`config.mk`:
```
export PLATFORM = sky130hd
export DESIGN_NAME = lector_displays
export DESIGN_NICKNAME = d
export VERILOG_FILES = /design/src/rtl/pkg_displays.sv /design/src/rtl/patron_a_codigo.sv /design/src/rtl/lector_displays.sv
export SDC_FILE = /design/constraint.sdc
export NUM_CORES = 1
export LEC_CHECK = 0
export ABC_AREA = 0
export ABC_CLOCK_PERIOD_IN_PS = 6500
export BUFFER_PORTS_ARGS = -buffer_cell sky130_fd_sc_hd__buf_4
export CAP_MARGIN = 20
export CORE_MARGIN = 3
export CORE_UTILIZATION = 45
export CTS_CLUSTER_SIZE = 8
export DETAILED_ROUTE_END_ITERATION = 6
export GPL_TIMING_DRIVEN = 0
export PLACE_DENSITY_LB_ADDON = 0.08
export SYNTH_ARGS = -nofsm -noshare
export SYNTH_HDL_FRONTEND = slang
export SYNTH_HIERARCHICAL = 1
export SYNTH_SLANG_ARGS = --single-unit
```
`constraint.sdc`:
```
create_clock -name clk -period 6.5 [get_ports clk]
set_clock_uncertainty 0.05 [all_clocks]
set_input_delay 1.95 -clock clk [delete_from_list [all_inputs] [get_ports clk]]
set_output_delay 1.95 -clock clk [all_outputs]
set_load 0.01 [all_outputs]
```
`src/rtl/pkg_displays.sv`:
```
// pkg_displays: active-low 7-segment pattern constants and code type shared by the display reader
package pkg_displays;
    typedef logic [3:0] codigo_t;
    localparam logic [6:0] PATRON_0     = 7'b1000000;
    localparam logic [6:0] PATRON_1     = 7'b1111001;
    localparam logic [6:0] PATRON_2     = 7'b0100100;
    localparam logic [6:0] PATRON_3     = 7'b0110000;
    localparam logic [6:0] PATRON_4     = 7'b0011001;
    localparam logic [6:0] PATRON_5     = 7'b0010010;
    localparam logic [6:0] PATRON_6     = 7'b0000010;
    localparam logic [6:0] PATRON_7     = 7'b1111000;
    localparam logic [6:0] PATRON_8     = 7'b0000000;
    localparam logic [6:0] PATRON_9     = 7'b0010000;
    localparam logic [6:0] PATRON_A     = 7'b0001000;
    localparam logic [6:0] PATRON_C     = 7'b1000110;
    localparam logic [6:0] PATRON_E     = 7'b0000110;
    localparam logic [6:0] PATRON_F     = 7'b0001110;
    localparam logic [6:0] PATRON_VACIO = 7'b1111111;
endpackage

```
`src/rtl/patron_a_codigo.sv`:
```
// patron_a_codigo: maps an active-low segment pattern (bit 0 = a) back to its 4-bit code
module patron_a_codigo
    import pkg_displays::*;
(
    input  logic [6:0] segmento,
    output codigo_t    codigo,
    output logic       vacio,
    output logic       invalido
);
    always_comb begin
        codigo   = 4'h0;
        vacio    = 1'b0;
        invalido = 1'b0;
        case (segmento)
            PATRON_0:     codigo = 4'h0;
            PATRON_1:     codigo = 4'h1;
            PATRON_2:     codigo = 4'h2;
            PATRON_3:     codigo = 4'h3;
            PATRON_4:     codigo = 4'h4;
            PATRON_5:     codigo = 4'h5;
            PATRON_6:     codigo = 4'h6;
            PATRON_7:     codigo = 4'h7;
            PATRON_8:     codigo = 4'h8;
            PATRON_9:     codigo = 4'h9;
            PATRON_A:     codigo = 4'hA;
            PATRON_C:     codigo = 4'hC;
            PATRON_E:     codigo = 4'hE;
            PATRON_F:     codigo = 4'hF;
            PATRON_VACIO: vacio  = 1'b1;
            default:      invalido = 1'b1;
        endcase
    end
endmodule

```
`src/rtl/lector_displays.sv`:
```
// lector_displays: samples a multiplexed common-anode display bus and recovers per-digit codes
module lector_displays
    import pkg_displays::*;
#(
    parameter int N_DIG   = 4,
    parameter int GUARDA  = 4,
    parameter int ESTABLE = 8,
    parameter int TIMEOUT = 200000,
    localparam int IW     = (N_DIG > 1) ? $clog2(N_DIG) : 1
) (
    input  logic               clk,
    input  logic               reset_n,
    input  logic [N_DIG-1:0]   anodo_n,
    input  logic [6:0]         segmento,
    output logic [4*N_DIG-1:0] digitos,
    output logic [N_DIG-1:0]   vacio,
    output logic [N_DIG-1:0]   invalido,
    output logic [N_DIG-1:0]   vigente,
    output logic               nuevo,
    output logic [IW-1:0]      indice
);
    localparam int GW = $clog2(GUARDA + 1);
    localparam int EW = $clog2(ESTABLE + 1);
    localparam int TW = $clog2(TIMEOUT + 1);

    typedef enum logic [2:0] {ST_ESPERA, ST_GUARDA, ST_MUESTREO, ST_COMMIT, ST_RETENCION} estado_t;

    estado_t            r_estado, w_estado_sig;
    logic [N_DIG-1:0]   r_an_s1, r_an_s2;
    logic [6:0]         r_seg_s1, r_seg_s2;
    logic [IW-1:0]      r_idx, w_idx_sig, w_idx;
    logic [GW-1:0]      r_guard, w_guard_sig;
    logic [EW-1:0]      r_est, w_est_sig;
    logic [6:0]         r_cand, w_cand_sig;
    logic [N_DIG-1:0]   w_act;
    logic               w_valido, w_cambio, w_commit, w_dif;
    codigo_t            w_cod;
    logic               w_vac, w_inv;
    logic [4*N_DIG-1:0] r_digitos;
    logic [N_DIG-1:0]   r_vacio, r_invalido, r_vigente;
    logic               r_nuevo;
    logic [IW-1:0]      r_indice;
    logic [TW-1:0]      r_tmr [N_DIG];

    always_ff @(posedge clk or negedge reset_n) begin
        if (!reset_n) begin
            r_an_s1  <= '1;
            r_an_s2  <= '1;
            r_seg_s1 <= '1;
            r_seg_s2 <= '1;
        end else begin
            r_an_s1  <= anodo_n;
            r_an_s2  <= r_an_s1;
            r_seg_s1 <= segmento;
            r_seg_s2 <= r_seg_s1;
        end
    end

    // a strobe is only valid when exactly one anode is driven low
    assign w_act    = ~r_an_s2;
    assign w_valido = (w_act != '0) && ((w_act & (w_act - 1'b1)) == '0);
    assign w_cambio = w_idx != r_idx;
    assign w_commit = r_estado == ST_COMMIT;

    always_comb begin
        w_idx = '0;
        for (int k = 0; k < N_DIG; k++)
            if (w_act[k]) w_idx = IW'(k);
    end

    always_comb begin
        w_estado_sig = r_estado;
        w_idx_sig    = r_idx;
        w_guard_sig  = r_guard;
        w_cand_sig   = r_cand;
        w_est_sig    = r_est;
        case (r_estado)
            ST_ESPERA:
                if (w_valido) begin
                    w_estado_sig = ST_GUARDA;
                    w_idx_sig    = w_idx;
                    w_guard_sig  = '0;
                end
            ST_GUARDA:
                if (!w_valido) w_estado_sig = ST_ESPERA;
                else if (w_cambio) begin
                    w_idx_sig   = w_idx;
                    w_guard_sig = '0;
                end else if (r_guard == GW'(GUARDA - 1)) begin
                    w_estado_sig = ST_MUESTREO;
                    w_cand_sig   = r_seg_s2;
                    w_est_sig    = EW'(1);
                end else w_guard_sig = r_guard + 1'b1;
            ST_MUESTREO:
                if (!w_valido) w_estado_sig = ST_ESPERA;
                else if (w_cambio) begin
                    w_estado_sig = ST_GUARDA;
                    w_idx_sig    = w_idx;
                    w_guard_sig  = '0;
                end else if (r_seg_s2 != r_cand) begin
                    w_cand_sig = r_seg_s2;
                    w_est_sig  = EW'(1);
                end else begin
                    w_est_sig    = r_est + 1'b1;
                    w_estado_sig = (r_est == EW'(ESTABLE - 1)) ? ST_COMMIT : ST_MUESTREO;
                end
            ST_COMMIT: w_estado_sig = ST_RETENCION;
            default:
                if (!w_valido) w_estado_sig = ST_ESPERA;
                else if (w_cambio) begin
                    w_estado_sig = ST_GUARDA;
                    w_idx_sig    = w_idx;
                    w_guard_sig  = '0;
                end
        endcase
    end

    always_ff @(posedge clk or negedge reset_n) begin
        if (!reset_n) begin
            r_estado <= ST_ESPERA;
            r_idx    <= '0;
            r_guard  <= '0;
            r_est    <= '0;
            r_cand   <= '1;
        end else begin
            r_estado <= w_estado_sig;
            r_idx    <= w_idx_sig;
            r_guard  <= w_guard_sig;
            r_est    <= w_est_sig;
            r_cand   <= w_cand_sig;
        end
    end

    patron_a_codigo u_dec (
        .segmento (r_cand),
        .codigo   (w_cod),
        .vacio    (w_vac),
        .invalido (w_inv)
    );

    assign w_dif = {w_cod, w_vac, w_inv} != {r_digitos[r_idx*4 +: 4], r_vacio[r_idx], r_invalido[r_idx]};

    // a commit reloads its digit's timer, so it wins over a same-cycle timeout
    always_ff @(posedge clk or negedge reset_n) begin
        if (!reset_n) begin
            r_digitos  <= '0;
            r_vacio    <= '1;
            r_invalido <= '0;
            r_vigente  <= '0;
            r_nuevo    <= 1'b0;
            r_indice   <= '0;
            for (int k = 0; k < N_DIG; k++) r_tmr[k] <= '0;
        end else begin
            r_nuevo <= 1'b0;
            if (w_commit) begin
                r_digitos[r_idx*4 +: 4] <= w_cod;
                r_vacio[r_idx]          <= w_vac;
                r_invalido[r_idx]       <= w_inv;
                r_indice                <= r_idx;
                r_nuevo                 <= w_dif;
            end
            for (int k = 0; k < N_DIG; k++) begin
                if (w_commit && r_idx == IW'(k)) begin
                    r_tmr[k]     <= '0;
                    r_vigente[k] <= 1'b1;
                end else if (r_tmr[k] != TW'(TIMEOUT)) begin
                    r_tmr[k] <= r_tmr[k] + 1'b1;
                    if (r_tmr[k] == TW'(TIMEOUT - 1)) r_vigente[k] <= 1'b0;
                end
            end
        end
    end

    assign digitos  = r_digitos;
    assign vacio    = r_vacio;
    assign invalido = r_invalido;
    assign vigente  = r_vigente;
    assign nuevo    = r_nuevo;
    assign indice   = r_indice;
endmodule

```
==> key figures <==
Outcome
  – Status: completed

Logic synthesis
  – Synthesis Warnings: 6
  – FF+latch count, synth: 144
  – Sequential-to-total area share from yosys stat: 50.01%
  – Mapped Avg Cell Area: 10.27 um2
  – Net Count, Synth: 741
  – Ranking of synthesized cells by area: dfrtp_1 (38%), dfstp_2 (12%), xor2_1 (5.5%)
  – Synth area leader: dfrtp_1
  – Synth unique cells: 67
  – Area share of the largest cell type after synthesis: 38.11%
  – Ys async rst share: 100.0%
  – Top-count cell post-synth: dfrtp_1
  – Synth Flop Type: dfrtp_1
  – Synth cell count leaders: dfrtp_1 (111), nor2_1 (86), nand2_1 (81)
  – Mapped Area: 7288 um2
  – Post-synth EDFFs: 0
  – Syn Inst Count: 710

Cells and area
  – Area growth, synth to finish: 15.79%
  – N_diodes: 0
  – Final Core Density: 54.31%
  – Layout Nets: 804
  – Finished Cell Area: 8439 um2
  – Area of the multi-input gates: 3442 um2
  – Fraction of layout cells with a size suffix above 1: 17.43%
  – FF/Latch Area: 3645 um2
  – Fill cells: 1396

Placed design
  – Hpwl dp: 11070 um
  – Port bufs: 43
  – Gpl congestion: 0.8485
  – Dpl cell area: 7906 um2

Route
  – DRC viols: 0
  – Vias: 5315
  – Routed WL per cell: 15.44 um
  – First drt pass iteration count: 5
  – Initial DRC Count: 228
  – Vias per std cell: 5.331
  – Post-Route WL: 15400 um
  – ANT nets after route: 0

Clocking
  – Clk_lat worst skew: 0.41 ns
  – CTS tree: done
  – CTS clk-pin slew, worst paths: 0.06 ns
  – Post-CTS Setup Bufs: 0
  – Clock buffer depth: 2
  – Post-CTS sizing: 0
  – Number of clock sinks: 144
  – H-tree Lvls: 4
  – CTS buffer count: 17
  – Root Driver: clkbuf_16
  – Cts hold-fix bufs: 0

Power
  – Pwr Density: 229.9 nW/um2
  – Leakage power: 0.003718 uW
  – Max VDD drop: 185.0 uV

Die
  – Rows: 45
  – Core area: 15540 um2
  – Die W: 133.3 um
  – Boundary Pins: 44
  – Die height: 133.3 um
  – Initial Utilization: 46.90%
  – Die area: 17760 um2

Critical path
  – CP arrival: 1.10 ns
  – CP bufs+invs: 1
  – CP max stage cell: dfstp_2
  – CP Max Fanout: 3
  – Crit path cell chain: buf_4
  – Slowest cell delay on critical path: 0.56 ns
  – Reg-to-reg slack, setup: 3.76 ns
  – Setup CP Type: reg2out
  – Crit path max-delay family: flip-flops
  – CP startpoint kind: flop
  – CP required: 4.50 ns
  – Crit path capture type: primary output

STA
  – Final setup fails: 0
  – Fin. Hold Viols: 0
  – RSZ-0062 raised after global routing: no
  – Setup_tns: 0 ns
  – Worst Tran Pin Value: 0.9038 ns
  – Crit share post-route: 47.70%
  – Max_slew headroom: 39.11%
  – Slew Limit Fails: 0
  – Min cycle time layout: 3.100 ns
  – FMAX: 322.5 MHz

Global route
  – Initial antenna violation count: 0
  – First-pass GRT wire length: 26190 um
  – Overall routing resource usage: 18.27%
  – Pin count of the biggest net entering global routing: 74
  – Vias in the first global route: 5334
  – Total grt overflow: 0

Job
  – Max Cap Viol: 0

Hold path
  – Hold Path Class: reg2reg
-- layer usage --
metal | track usage (%) | up-vias | wire (um)
met4 | 6.057 | 0 | 239
li1 | - | 2599 | -
met5 | 0 | - | 0
met1 | 23.48 | 2620 | 6985
met2 | 30.08 | 78 | 7530
met3 | 5.023 | 18 | 640
-- final cells by class --
type                            count  area share (%)
Clock inverter                      1         0.05930
Buffer                             25           1.542
Clock buffer                       31           6.256
Inverter                           19          0.8451
Multi-Input combinational cell    522           40.79
Sequential cell                   144           43.19
Timing Repair Buffer               44           4.196
Tap cell                          211           3.128
-- per-stage QoR --
step | std cells | hold WS (ns) | power, uW | setup WS [ns]
floorplan | 710 | 0.2952 | 1024 | 3.965
global placement | 964 | 0.2969 | 1069 | 2.845
detailed placement | 965 | 0.2969 | 1077 | 3.617
CTS | 997 | 0.3050 | 1971 | 3.375
global route | 997 | 0.3056 | 2020 | 3.366
finish | 997 | 0.3043 | 1941 | 3.400
-- flip-flops by register name (all words and copies together), names as in the netlist --
register,count
digitos,16
indice,2
invalido,4
nuevo,1
r_an_s1,4
r_an_s2,4
r_cand,7
r_est,4
r_estado,3
r_guard,3
r_idx,2
r_seg_s1,7
r_seg_s2,7
r_tmr,72
vacio,4
vigente,4
-- report_power, final --
group / leakage [uW] / switching (uW) / internal [uW]
combinational: 0.00163 / 80.6 / 47.7
sequential: 0.00183 / 16.6 / 917
clock: 0.000260 / 340 / 539
-- cell families after synthesis --
kind of cell / after synthesis / synth area share, %
xor+xnor: 75 / 9.013
mux: 31 / 5.974
buf+inv: 44 / 2.764
fa+ha+maj: 18 / 3.090
simple gates: 330 / 22.97
compound gates: 68 / 6.180
flops: 144 / 50.01
-- cell usage in the layout, fill, tap and decap left out, types with 5 or more instances in the layout --
master and count:
ha_1 18, or3_1 8, dfrtp_1 111, mux2i_1 6, nor4_1 15, xnor2_1 29, nor2_1 86, nor3_1 12
nand4_1 14, nand3_1 47, o21ai_0 7, nand2b_1 12, buf_4 44, clkbuf_8 5, dfstp_2 33, clkbuf_16 17
o21ai_1 17, buf_2 5, a21oi_1 13, mux4_2 6, and4_1 5, nor3b_1 5, mux2_4 7, mux2_2 6
xor2_1 46, mux2_1 6, inv_1 18, nand2_1 81, and3_1 11, clkbuf_1 24
-- final timing paths --
| check | start | endpoint | cells after the start |
|---|---|---|---|
| hold reg to reg | r_seg_s1[1] | r_seg_s2[1] | 0 |
| max in group asynchronous | reset_n | r_an_s1[1] | 2 |
| setup / recovery | vacio[0] | vacio[0] | 1 |
| hold / removal | r_seg_s1[1] | r_seg_s2[1] | 0 |
| setup reg to reg | r_idx[1] | r_tmr[61] | 7 |
| min in group asynchronous | reset_n | r_tmr[69] | 1 |
No activity file was read; power rests on OpenSTA's default activity.
